**src/rtl/id_pipe_if.sv**
```systemverilog
// Fetch-side and execute-side handshake bundle of the decode stage.
// The stage itself plugs in through the slave modport.
interface id_pipe_if #(
    parameter int XLEN = 64
);
    logic            in_valid;
    logic            in_ready;
    logic [31:0]     in_inst;
    logic [XLEN-1:0] in_pc;

    logic            out_valid;
    logic            out_ready;
    logic [3:0]      out_aluop;
    logic [2:0]      out_class;
    logic [XLEN-1:0] out_op1;
    logic [XLEN-1:0] out_op2;
    logic [XLEN-1:0] out_store_data;
    logic [4:0]      out_rd;
    logic            out_wr_en;
    logic            out_mem_valid;
    logic            out_mem_rw;
    logic [XLEN-1:0] out_pc;
    logic            out_illegal;

    modport master (
        output in_valid,
        output in_inst,
        output in_pc,
        output out_ready,
        input  in_ready,
        input  out_valid,
        input  out_aluop,
        input  out_class,
        input  out_op1,
        input  out_op2,
        input  out_store_data,
        input  out_rd,
        input  out_wr_en,
        input  out_mem_valid,
        input  out_mem_rw,
        input  out_pc,
        input  out_illegal
    );

    modport slave (
        input  in_valid,
        input  in_inst,
        input  in_pc,
        input  out_ready,
        output in_ready,
        output out_valid,
        output out_aluop,
        output out_class,
        output out_op1,
        output out_op2,
        output out_store_data,
        output out_rd,
        output out_wr_en,
        output out_mem_valid,
        output out_mem_rw,
        output out_pc,
        output out_illegal
    );
endinterface

```
**src/rtl/id_pipe.sv**
```systemverilog
// Registered decode stage: decode, EX/MEM forwarding, load-use stall,
// ID/EX output register with valid/ready handshake and bubble counter.
module id_pipe #(
    parameter int XLEN  = 64,
    parameter int CNT_W = 32
) (
    input  logic             clk,
    input  logic             rst,
    input  logic             flush,
    id_pipe_if.slave         bus,
    output logic [4:0]       rf_rs1_addr,
    output logic [4:0]       rf_rs2_addr,
    input  logic [XLEN-1:0]  rf_rs1_data,
    input  logic [XLEN-1:0]  rf_rs2_data,
    input  logic             ex_wr_en,
    input  logic [4:0]       ex_wr_addr,
    input  logic [XLEN-1:0]  ex_wr_data,
    input  logic             mem_wr_en,
    input  logic [4:0]       mem_wr_addr,
    input  logic [XLEN-1:0]  mem_wr_data,
    output logic [CNT_W-1:0] bubble_cnt
);

    localparam logic [6:0] OPC_OP    = 7'b0110011;
    localparam logic [6:0] OPC_OPIMM = 7'b0010011;
    localparam logic [6:0] OPC_LUI   = 7'b0110111;
    localparam logic [6:0] OPC_AUIPC = 7'b0010111;
    localparam logic [6:0] OPC_LOAD  = 7'b0000011;
    localparam logic [6:0] OPC_STORE = 7'b0100011;

    localparam logic [2:0] C_OP    = 3'd0;
    localparam logic [2:0] C_OPIMM = 3'd1;
    localparam logic [2:0] C_LUI   = 3'd2;
    localparam logic [2:0] C_AUIPC = 3'd3;
    localparam logic [2:0] C_LOAD  = 3'd4;
    localparam logic [2:0] C_STORE = 3'd5;
    localparam logic [2:0] C_ILL   = 3'd7;

    typedef struct packed {
        logic [2:0]      cls;
        logic [3:0]      aluop;
        logic [XLEN-1:0] op1;
        logic [XLEN-1:0] op2;
        logic [XLEN-1:0] sd;
        logic [XLEN-1:0] pc;
        logic [4:0]      rd;
        logic            wr_en;
        logic            mem_valid;
        logic            mem_rw;
        logic            illegal;
    } id_ex_t;

    logic [31:0]     inst;
    logic [6:0]      opcode;
    logic [2:0]      funct3;
    logic [4:0]      rd;
    logic [4:0]      rs1;
    logic [4:0]      rs2;
    logic            is_op;
    logic            is_opi;
    logic            is_lui;
    logic            is_auipc;
    logic            is_load;
    logic            is_store;
    logic            use_rs1;
    logic            use_rs2;
    logic [XLEN-1:0] imm_i;
    logic [XLEN-1:0] imm_s;
    logic [XLEN-1:0] imm_u;
    logic [XLEN-1:0] rs1_val;
    logic [XLEN-1:0] rs2_val;
    logic            hazard;
    logic            adv;
    logic            take;

    id_ex_t d;
    id_ex_t q;
    logic   q_valid;

    assign inst   = bus.in_inst;
    assign opcode = inst[6:0];
    assign funct3 = inst[14:12];
    assign rd     = inst[11:7];
    assign rs1    = inst[19:15];
    assign rs2    = inst[24:20];

    assign rf_rs1_addr = rs1;
    assign rf_rs2_addr = rs2;

    assign is_op    = opcode == OPC_OP;
    assign is_opi   = opcode == OPC_OPIMM;
    assign is_lui   = opcode == OPC_LUI;
    assign is_auipc = opcode == OPC_AUIPC;
    assign is_load  = opcode == OPC_LOAD;
    assign is_store = opcode == OPC_STORE;

    assign use_rs1 = is_op | is_opi | is_load | is_store;
    assign use_rs2 = is_op | is_store;

    // U-type is sign-extended from bit 31 on RV64
    assign imm_i = XLEN'($signed(inst[31:20]));
    assign imm_s = XLEN'($signed({inst[31:25], inst[11:7]}));
    assign imm_u = XLEN'($signed({inst[31:12], 12'b0}));

    function automatic logic [XLEN-1:0] fwd(
        input logic [4:0]      a,
        input logic [XLEN-1:0] rf,
        input logic            e_en,
        input logic [4:0]      e_addr,
        input logic [XLEN-1:0] e_data,
        input logic            m_en,
        input logic [4:0]      m_addr,
        input logic [XLEN-1:0] m_data
    );
        logic [XLEN-1:0] v;
        if (a == 5'd0)
            v = '0;
        else if (e_en && e_addr == a)
            v = e_data;
        else if (m_en && m_addr == a)
            v = m_data;
        else
            v = rf;
        return v;
    endfunction

    assign rs1_val = fwd(rs1, rf_rs1_data,
                         ex_wr_en, ex_wr_addr, ex_wr_data,
                         mem_wr_en, mem_wr_addr, mem_wr_data);
    assign rs2_val = fwd(rs2, rf_rs2_data,
                         ex_wr_en, ex_wr_addr, ex_wr_data,
                         mem_wr_en, mem_wr_addr, mem_wr_data);

    always_comb begin
        d     = '0;
        d.pc  = bus.in_pc;
        unique case (1'b1)
            is_op: begin
                d.cls   = C_OP;
                d.aluop = {inst[30], funct3};
                d.op1   = rs1_val;
                d.op2   = rs2_val;
                d.rd    = rd;
                d.wr_en = rd != 5'd0;
            end
            is_opi: begin
                d.cls   = C_OPIMM;
                d.aluop = {inst[30] & (funct3 == 3'b101), funct3};
                d.op1   = rs1_val;
                d.op2   = imm_i;
                d.rd    = rd;
                d.wr_en = rd != 5'd0;
            end
            is_lui: begin
                d.cls   = C_LUI;
                d.op2   = imm_u;
                d.rd    = rd;
                d.wr_en = rd != 5'd0;
            end
            is_auipc: begin
                d.cls   = C_AUIPC;
                d.op1   = bus.in_pc;
                d.op2   = imm_u;
                d.rd    = rd;
                d.wr_en = rd != 5'd0;
            end
            is_load: begin
                d.cls       = C_LOAD;
                d.aluop     = {1'b0, funct3};
                d.op1       = rs1_val;
                d.op2       = imm_i;
                d.rd        = rd;
                d.wr_en     = rd != 5'd0;
                d.mem_valid = 1'b1;
            end
            is_store: begin
                d.cls       = C_STORE;
                d.aluop     = {1'b0, funct3};
                d.op1       = rs1_val;
                d.op2       = imm_s;
                d.sd        = rs2_val;
                d.mem_valid = 1'b1;
                d.mem_rw    = 1'b1;
            end
            default: begin
                d.cls     = C_ILL;
                d.illegal = 1'b1;
            end
        endcase
    end

    assign hazard = q_valid && q.cls == C_LOAD && q.rd != 5'd0
                 && bus.in_valid
                 && ((use_rs1 && rs1 == q.rd)
                  || (use_rs2 && rs2 == q.rd));

    assign adv          = !q_valid || bus.out_ready;
    assign take         = bus.in_valid && !hazard;
    assign bus.in_ready = flush || (adv && !hazard);

    always_ff @(posedge clk) begin
        if (rst) begin
            q          <= '0;
            q_valid    <= 1'b0;
            bubble_cnt <= '0;
        end else if (flush) begin
            q_valid <= 1'b0;
        end else if (adv) begin
            q_valid <= take;
            if (take)
                q <= d;
            if (hazard && bubble_cnt != '1)
                bubble_cnt <= bubble_cnt + CNT_W'(1);
        end
    end

    assign bus.out_valid      = q_valid;
    assign bus.out_class      = q.cls;
    assign bus.out_aluop      = q.aluop;
    assign bus.out_op1        = q.op1;
    assign bus.out_op2        = q.op2;
    assign bus.out_store_data = q.sd;
    assign bus.out_rd         = q.rd;
    assign bus.out_wr_en      = q.wr_en;
    assign bus.out_mem_valid  = q.mem_valid;
    assign bus.out_mem_rw     = q.mem_rw;
    assign bus.out_pc         = q.pc;
    assign bus.out_illegal    = q.illegal;

endmodule

```
**src/flat_wrapper.sv**
```systemverilog
// flat-port wrapper written by rule: the top's interface ports become plain ports
module id_pipe_flat 
#(
    parameter int XLEN  = 64,
    parameter int CNT_W = 32
)
  (clk, rst, flush, rf_rs1_addr, rf_rs2_addr, rf_rs1_data, rf_rs2_data, ex_wr_en, ex_wr_addr, ex_wr_data, mem_wr_en, mem_wr_addr, mem_wr_data, bubble_cnt, bus_in_valid, bus_in_inst, bus_in_pc, bus_out_ready, bus_in_ready, bus_out_valid, bus_out_aluop, bus_out_class, bus_out_op1, bus_out_op2, bus_out_store_data, bus_out_rd, bus_out_wr_en, bus_out_mem_valid, bus_out_mem_rw, bus_out_pc, bus_out_illegal);
  id_pipe_if #(.XLEN(XLEN)) bus_i ();
  input  logic clk;
  input  logic rst;
  input  logic flush;
  output logic [4:0] rf_rs1_addr;
  output logic [4:0] rf_rs2_addr;
  input  logic [XLEN-1:0] rf_rs1_data;
  input  logic [XLEN-1:0] rf_rs2_data;
  input  logic ex_wr_en;
  input  logic [4:0] ex_wr_addr;
  input  logic [XLEN-1:0] ex_wr_data;
  input  logic mem_wr_en;
  input  logic [4:0] mem_wr_addr;
  input  logic [XLEN-1:0] mem_wr_data;
  output logic [CNT_W-1:0] bubble_cnt;
  input wire logic [$bits(bus_i.in_valid)-1:0] bus_in_valid;
  input wire logic [$bits(bus_i.in_inst)-1:0] bus_in_inst;
  input wire logic [$bits(bus_i.in_pc)-1:0] bus_in_pc;
  input wire logic [$bits(bus_i.out_ready)-1:0] bus_out_ready;
  output wire logic [$bits(bus_i.in_ready)-1:0] bus_in_ready;
  output wire logic [$bits(bus_i.out_valid)-1:0] bus_out_valid;
  output wire logic [$bits(bus_i.out_aluop)-1:0] bus_out_aluop;
  output wire logic [$bits(bus_i.out_class)-1:0] bus_out_class;
  output wire logic [$bits(bus_i.out_op1)-1:0] bus_out_op1;
  output wire logic [$bits(bus_i.out_op2)-1:0] bus_out_op2;
  output wire logic [$bits(bus_i.out_store_data)-1:0] bus_out_store_data;
  output wire logic [$bits(bus_i.out_rd)-1:0] bus_out_rd;
  output wire logic [$bits(bus_i.out_wr_en)-1:0] bus_out_wr_en;
  output wire logic [$bits(bus_i.out_mem_valid)-1:0] bus_out_mem_valid;
  output wire logic [$bits(bus_i.out_mem_rw)-1:0] bus_out_mem_rw;
  output wire logic [$bits(bus_i.out_pc)-1:0] bus_out_pc;
  output wire logic [$bits(bus_i.out_illegal)-1:0] bus_out_illegal;
  assign bus_i.in_valid = bus_in_valid;
  assign bus_i.in_inst = bus_in_inst;
  assign bus_i.in_pc = bus_in_pc;
  assign bus_i.out_ready = bus_out_ready;
  assign bus_in_ready = bus_i.in_ready;
  assign bus_out_valid = bus_i.out_valid;
  assign bus_out_aluop = bus_i.out_aluop;
  assign bus_out_class = bus_i.out_class;
  assign bus_out_op1 = bus_i.out_op1;
  assign bus_out_op2 = bus_i.out_op2;
  assign bus_out_store_data = bus_i.out_store_data;
  assign bus_out_rd = bus_i.out_rd;
  assign bus_out_wr_en = bus_i.out_wr_en;
  assign bus_out_mem_valid = bus_i.out_mem_valid;
  assign bus_out_mem_rw = bus_i.out_mem_rw;
  assign bus_out_pc = bus_i.out_pc;
  assign bus_out_illegal = bus_i.out_illegal;
  id_pipe #(.XLEN(XLEN), .CNT_W(CNT_W)) u_core (.clk(clk), .rst(rst), .flush(flush), .bus(bus_i), .rf_rs1_addr(rf_rs1_addr), .rf_rs2_addr(rf_rs2_addr), .rf_rs1_data(rf_rs1_data), .rf_rs2_data(rf_rs2_data), .ex_wr_en(ex_wr_en), .ex_wr_addr(ex_wr_addr), .ex_wr_data(ex_wr_data), .mem_wr_en(mem_wr_en), .mem_wr_addr(mem_wr_addr), .mem_wr_data(mem_wr_data), .bubble_cnt(bubble_cnt));
endmodule
```
**config.mk**
```make
export PLATFORM = sky130hd
export DESIGN_NAME = id_pipe_flat
export DESIGN_NICKNAME = d
export VERILOG_FILES = /design/src/rtl/id_pipe_if.sv /design/src/rtl/id_pipe.sv /design/src/flat_wrapper.sv
export SDC_FILE = /design/constraint.sdc
export NUM_CORES = 1
export LEC_CHECK = 0
export ABC_AREA = 1
export BUFFER_PORTS_ARGS = -buffer_cell sky130_fd_sc_hd__buf_2
export CAP_MARGIN = 40
export CELL_PAD_IN_SITES_DETAIL_PLACEMENT = 1
export CELL_PAD_IN_SITES_GLOBAL_PLACEMENT = 2
export CORE_MARGIN = 3
export CORE_UTILIZATION = 26
export DETAILED_ROUTE_END_ITERATION = 7
export PLACE_DENSITY_LB_ADDON = 0.1
export SYNTH_ARGS = -nofsm -noshare
export SYNTH_HDL_FRONTEND = slang
export SYNTH_SLANG_ARGS = --single-unit
```
**constraint.sdc**
```tcl
create_clock -name clk -period 5.3 [get_ports clk]
set_input_delay 1.59 -clock clk [delete_from_list [all_inputs] [get_ports clk]]
set_output_delay 1.59 -clock clk [all_outputs]
set_load 0.01 [all_outputs]
```
==> results of run 1 <==
worst paths after layout:
| kind | depth (start not counted) | endpoint | slack [ns] |
|---|---|---|---|
| hold / removal | 2 | u_core.bus.out_illegal$_SDFFE_PP0P_ | 0.45 |
| setup reg to reg | 10 | u_core.bubble_cnt[31]$_SDFFE_PP0P_ | 2.33 |
| hold reg to reg | 2 | u_core.bus.out_illegal$_SDFFE_PP0P_ | 0.45 |
| setup / recovery | 13 | bus_in_ready | 0.69 |
state kept, by name, summed over array words and instances (netlist names):
signal,flops
u_core.bus.out_mem_rw,1
u_core.bus.out_wr_en,1
u_core.bus.out_op1,64
u_core.bus.out_pc,64
u_core.bus.out_rd,5
u_core.bus.out_illegal,1
u_core.bus.out_aluop,4
u_core.bus.out_store_data,64
u_core.bubble_cnt,32
u_core.bus.out_class,3
u_core.bus.out_op2,64
u_core.bus.out_valid,1
u_core.bus.out_mem_valid,1
final cells by class:
cell class	count	area, sq um
timing repair buffer	725	3930
clock inverter	9	108
fill	9117	44400
tap	921	1150
multi-input combinational	2436	10400
clock buffer	59	1220
antenna	22	55.1
sequential	305	6110
inverter	148	557
tightest hold or removal path, cell delays in order (launching register included):
cell and delay [ns]:
dfxtp_1 0.31, inv_1 0.05, a21oi_1 0.05
power groups by stage:
stage / combinational (W) / clock, W / sequential [W]
2_1_floorplan: 0.000436 / 0 / 0.00247
3_3_place_gp: 0.000922 / 0 / 0.00244
3_5_place_dp: 0.000934 / 0 / 0.00244
4_1_cts: 0.000937 / 0.00292 / 0.00239
5_1_grt: 0.00102 / 0.00302 / 0.00240
6_report: 0.000929 / 0.00284 / 0.00239
cells in the mapped netlist, drive strengths merged:
cell / number
a21boi: 1
a21oi: 246
a31oi: 1
and3: 2
buf: 119
clkbuf: 105
dfxtp: 305
ha: 1
inv: 148
nand2: 1203
nand3: 284
nand3b: 5
nand4: 100
nor2: 540
nor3: 13
nor3b: 2
nor4: 2
o21ai: 14
o21bai: 1
o22ai: 6
xnor2: 4
xor2: 11
per-stage QoR:
step / hold slack (ns) / power [W] / instances / worst slack [ns]
after floorplan: 0.465 / 0.00290 / 3113 / 0.937
after global placement: 0.441 / 0.00336 / 4531 / 0.713
after detailed placement: 0.447 / 0.00338 / 4535 / 0.690
after CTS: 0.457 / 0.00625 / 4603 / 0.687
after global routing: 0.474 / 0.00644 / 4615 / 0.557
final: 0.454 / 0.00616 / 4625 / 0.691
cells by family after synthesis:
family | Yosys count
simple gates | 2151
buf+inv | 372
flops | 305
compound gates | 269
xor+xnor | 15
fa+ha+maj | 1
cell usage in the layout, fill, tap and decap left out, drive strengths merged, types with 5 or more instances in the layout:
cell type	instances
a21oi	246
buf	724
clkbuf	60
clkinv	5
dfxtp	305
diode	22
inv	148
nand2	1203
nand3	284
nand3b	5
nand4	100
nor2	540
nor3	13
o21ai	14
o22ai	6
xor2	11
metal layers:
metal	GRT usage	vias to the layer above
li1	-	11000
met2	0.500	642
met1	0.342	10900
met5	0	-
met4	0.110	22
met3	0.0742	194
==> impl_metrics.csv, run 1 <==
group,metric,value,unit
clock_tree,post-cts-setup-buffer-count,0,
setup_path,cp-start-kind,"input port",
yosys,syn_area_per_cell,5.80,sq um
timing,maxSlewHeadroom,0.354,
clock_tree,cts_tree,"done",
routing,wl_per_cell,23.5,microns
power,p_int,0.00434,W
power,power.share.switching,0.296,
global_route,antenna_found_initial,38,
yosys,synth.ff_latch_count,305,
timing,finClkSkew,0.0182,ns
clock_tree,cts_made_buffers,42,
routing,drt-total-wl,109,mm
layout,utilization,0.347,
routing,first_pass_iters,4,
yosys,synth_top_family_by_area,"simple AND/OR/NAND/NOR gates",
yosys,yosys.area_share.simple,0.487,
timing,finalHoldViolCount,0,
timing,slew_violations,0,
yosys,syn_area,18000,sq um
yosys,yosysUniqueCellTypes,34,
yosys,synth_top_area_frac,0.338,
setup_path,required,3.71,ns
routing,drc,0,
global_route,grt_max_degree,110,
clock_tree,cts_sinks,305,
routing,route.vias.total,22700,
place,placed_area,22200,sq um
layout,area_growth,30.5,%
power,p_comb_frac,0.151,
routing,wl_met3,7.37,mm
power,p_leak,11.9,nW
run,maxCapViolations,0,
setup_path,crit_slowest_cell,"nand2_1",
setup_path,setup.worst_path.end_class,"output pin",
yosys,synth_top_area_cell,"dfxtp_1",
layout,nets,4028,
die,core_area,68000,sq um
setup_path,startpoint,"bus_in_inst[1]",
yosys,synth_xor_area_frac,0.00728,
timing,tightestPinTransition,0.969,ns
setup_path,arrival,3.02,ns
power,power.density,261,nW/um^2
clock_tree,clk_path_buf_depth,3,
yosys,syn_inst,3113,
setup_path,cp_max_fo,7,
layout,drive_gt1_frac,0.221,
place,port_buffers,684,
setup_path,cpMostUsedCell,"nand2_1",
setup_path,crit-reg2reg-launch,"u_core.bubble_cnt[1]$_SDFFE_PP0P_",
place,dp_hpwl,83.2,mm
die,die_area,72600,sq um
die,ios,685,
clock_tree,hold_buffers,0,
power,p_clk_frac,0.460,
routing,vias_per_cell,4.91,
yosys,muxShareOfSynthArea,0,
yosys,syn-num-nets,3483,
global_route,overflow,0,
yosys,synthTopCellsByArea,"dfxtp_1, nand2_1, nor2_1, nand3_1, a21oi_1",
routing,maxUsedRoutingLayer,"met5",
timing,setup_tns,0,ns
die,fp.dieH,269,microns
routing,dr_wl_met2,52.7,mm
hold_path,min-delay-start,"u_core.bus.out_illegal$_SDFFE_PP0P_",
routing,ant_nets,0,
routing,drt-met1-wl,44.4,mm
setup_path,slowest_delay,0.19,ns
global_route,first_global_vias,23500,
clock_tree,cts_resized,0,
place,place.gp.congestion,0.902,
routing,drtIter0Drc,1342,
status,status,"complete, no violations",
die,floorplan.rows,95,
yosys,synth_fa_ha_area_frac,0.000693,
timing,max_freq,217,MHz
global_route,grt_pass1_wl,159,mm
clock_tree,clock_latency,0.58,ns
hold_path,hold_path.class,"reg -> reg",
yosys,yosysSeqAreaShare,0.338,
timing,setup_viol,0,
layout,final_area,23600,sq um
yosys,synth-compound-area-share,0.0757,
power,switchingPower,0.00182,W
timing,finalCritPeriodShare,0.870,
yosys,yosys_warnings,0,
clock_tree,cts-htree-levels,2,
setup_path,path_buf_inv,5,
setup_path,crit_path_cell_trace,"buf_2 -> nand2_1 -> inv_1 -> nand2_1 -> inv_2 -> o21ai_1 -> nand2_1 -> nand2_2 -> nand2_4 -> nand2_4 -> inv_1 -> o21bai_1 -> buf_2",
power,seqPwrFrac,0.389,
global_route,grt_usage,0.289,
clock_tree,clockRootBuffer,"clkbuf_16",
power,worst_ir_drop_vdd,186,uV
clock_tree,clkTransAtPathRegs,0.06,ns
timing,rsz0062_at_grt,"false",
setup_path,critPathKind,"in -> out",
setup_path,critical_path.top_delay_family,"simple AND/OR/NAND/NOR gates",
die,dieWidth,269,microns
die,initial_utilization,0.265,
timing,fin_crit,4.61,ns
No activity file was read; power rests on OpenSTA's default activity.
==> inputs of run 2 (changes only) <==
CORE_MARGIN = default   (was 3)
RECOVER_POWER = 50   (was default)
==> impl_metrics.csv, run 2 (synthesized netlist as in run 1, its figures left out) <==
group,metric,value,unit
setup_path,r2r_setup_slack,2.15,ns
power,power.share.switching,0.293,
clock_tree,cts-htree-levels,2,
global_route,grt_usage,0.298,
die,die_area,70500,sq um
timing,tightestPinTransition,1.22,ns
timing,setup_viol,0,
timing,fin_crit,4.79,ns
power,p_int,0.00446,W
power,p_comb_frac,0.144,
run,maxCapViolations,0,
layout,n_fill_cell,9278,
die,ios,685,
layout,nets,4033,
die,core_area,68600,sq um
timing,slew_violations,0,
clock_tree,cts_sinks,305,
setup_path,cp_max_fo,7,
hold_path,hold_path.class,"reg -> reg",
timing,setup_tns,0,ns
power,worst_ir_drop_vdd,200,uV
routing,drtIter0Drc,1335,
power,p_clk_frac,0.476,
timing,finClkSkew,0.0136,ns
timing,whs,0.451,ns
routing,vias_per_cell,4.94,
die,initial_utilization,0.263,
power,seqPwrFrac,0.380,
place,place.gp.congestion,0.909,
global_route,grt_max_degree,103,
clock_tree,clk_path_buf_depth,3,
layout,layout_common_cells,"nand2_1, nor2_1, buf_2, clkbuf_1, dfxtp_1",
clock_tree,clkTransAtPathRegs,0.06,ns
routing,first_pass_iters,5,
layout,drive_gt1_frac,0.140,
global_route,overflow,0,
die,fp.dieH,265,microns
place,port_buffers,684,
routing,route.vias.total,22900,
layout,area_growth,28.9,%
setup_path,required,3.71,ns
die,floorplan.rows,96,
layout,final_common_cell,"nand2_1",
layout,multi_input_area,10400,sq um
power,p_leak,10.7,nW
routing,drt-total-wl,108,mm
status,status,"complete, no violations",
timing,maxSlewHeadroom,0.181,
setup_path,setup.worst_path.end_class,"output pin",
die,dieWidth,265,microns
power,power.density,271,nW/um^2
timing,max_freq,209,MHz
clock_tree,clockRootBuffer,"clkbuf_16",
clock_tree,hold_buffers,0,
global_route,first_global_vias,23400,
timing,rsz0062_at_grt,"false",
setup_path,arrival,3.20,ns
routing,wl_per_cell,23.3,microns
clock_tree,post-cts-setup-buffer-count,0,
setup_path,critPathKind,"in -> out",
place,dp_hpwl,82.5,mm
clock_tree,clock_latency,0.58,ns
clock_tree,cts_made_buffers,42,
setup_path,cp-start-kind,"input port",
routing,ant_nets,0,
routing,drc,0,
power,switchingPower,0.00185,W
global_route,antenna_found_initial,38,
layout,register_area,6110,sq um
timing,finalHoldViolCount,0,
timing,finalCritPeriodShare,0.905,
global_route,grt_pass1_wl,157,mm
clock_tree,cts_resized,0,
clock_tree,cts_tree,"done",
## run 2: power by group through the flow
stage | clock, W | sequential (W) | combinational, W
5_1_grt | 0.00315 | 0.00240 | 0.000996
4_1_cts | 0.00307 | 0.00239 | 0.000934
3_5_place_dp | 0 | 0.00244 | 0.000930
2_1_floorplan | 0 | 0.00247 | 0.000436
6_report | 0.00300 | 0.00240 | 0.000911
3_3_place_gp | 0 | 0.00244 | 0.000918
## run 2: metrics by stage
step	worst slack (ns)	total power (W)	cells	cell area, sq um	util
global placement	0.729	0.00336	4545	22100	0.323
CTS	0.592	0.00640	4626	23600	0.345
global route	0.349	0.00655	4630	23200	0.339
detailed placement	0.592	0.00337	4550	22200	0.324
floorplan	0.937	0.00290	3113	18000	-
finish	0.505	0.00631	4642	23300	0.339
## run 2: layout make-up
class,count,share of cell area
antenna,16,0.00172
clock buffer,56,0.0496
clock inverter,20,0.0111
inverter,148,0.0239
multi-input combinational,2436,0.448
sequential,305,0.262
tap,931,0.0501
timing repair buffer,730,0.153
## run 2: metal layers
layer	vias up	wire (microns)	part of all wire	global-route usage
met5	-	211	0.0019	0
met4	34	3490	0.032	0.0873
met3	181	6910	0.064	0.0710
met2	613	53600	0.49	0.531
met1	11200	44100	0.41	0.350
li1	11000	-	-	-
## run 2: path summary, 6_finish.rpt
path,start,to,depth (start not counted)
worst max-delay path,bus_in_inst[1],bus_in_ready,13
worst min-delay path,u_core.bus.out_illegal$_SDFFE_PP0P_,u_core.bus.out_illegal$_SDFFE_PP0P_,2
worst max register to register,u_core.bubble_cnt[1]$_SDFFE_PP0P_,u_core.bubble_cnt[10]$_SDFFE_PP0P_,10
worst min register to register,u_core.bus.out_illegal$_SDFFE_PP0P_,u_core.bus.out_illegal$_SDFFE_PP0P_,2
## run 2: critical path, stage by stage
cell,delay [ns]
buf_2,0.10
nand2_1,0.05
inv_1,0.05
nand2_1,0.17
inv_1,0.14
o21ai_1,0.10
nand2_1,0.18
nand2_1,0.12
nand2_1,0.15
nand2_4,0.16
inv_1,0.07
o21bai_1,0.16
buf_2,0.17
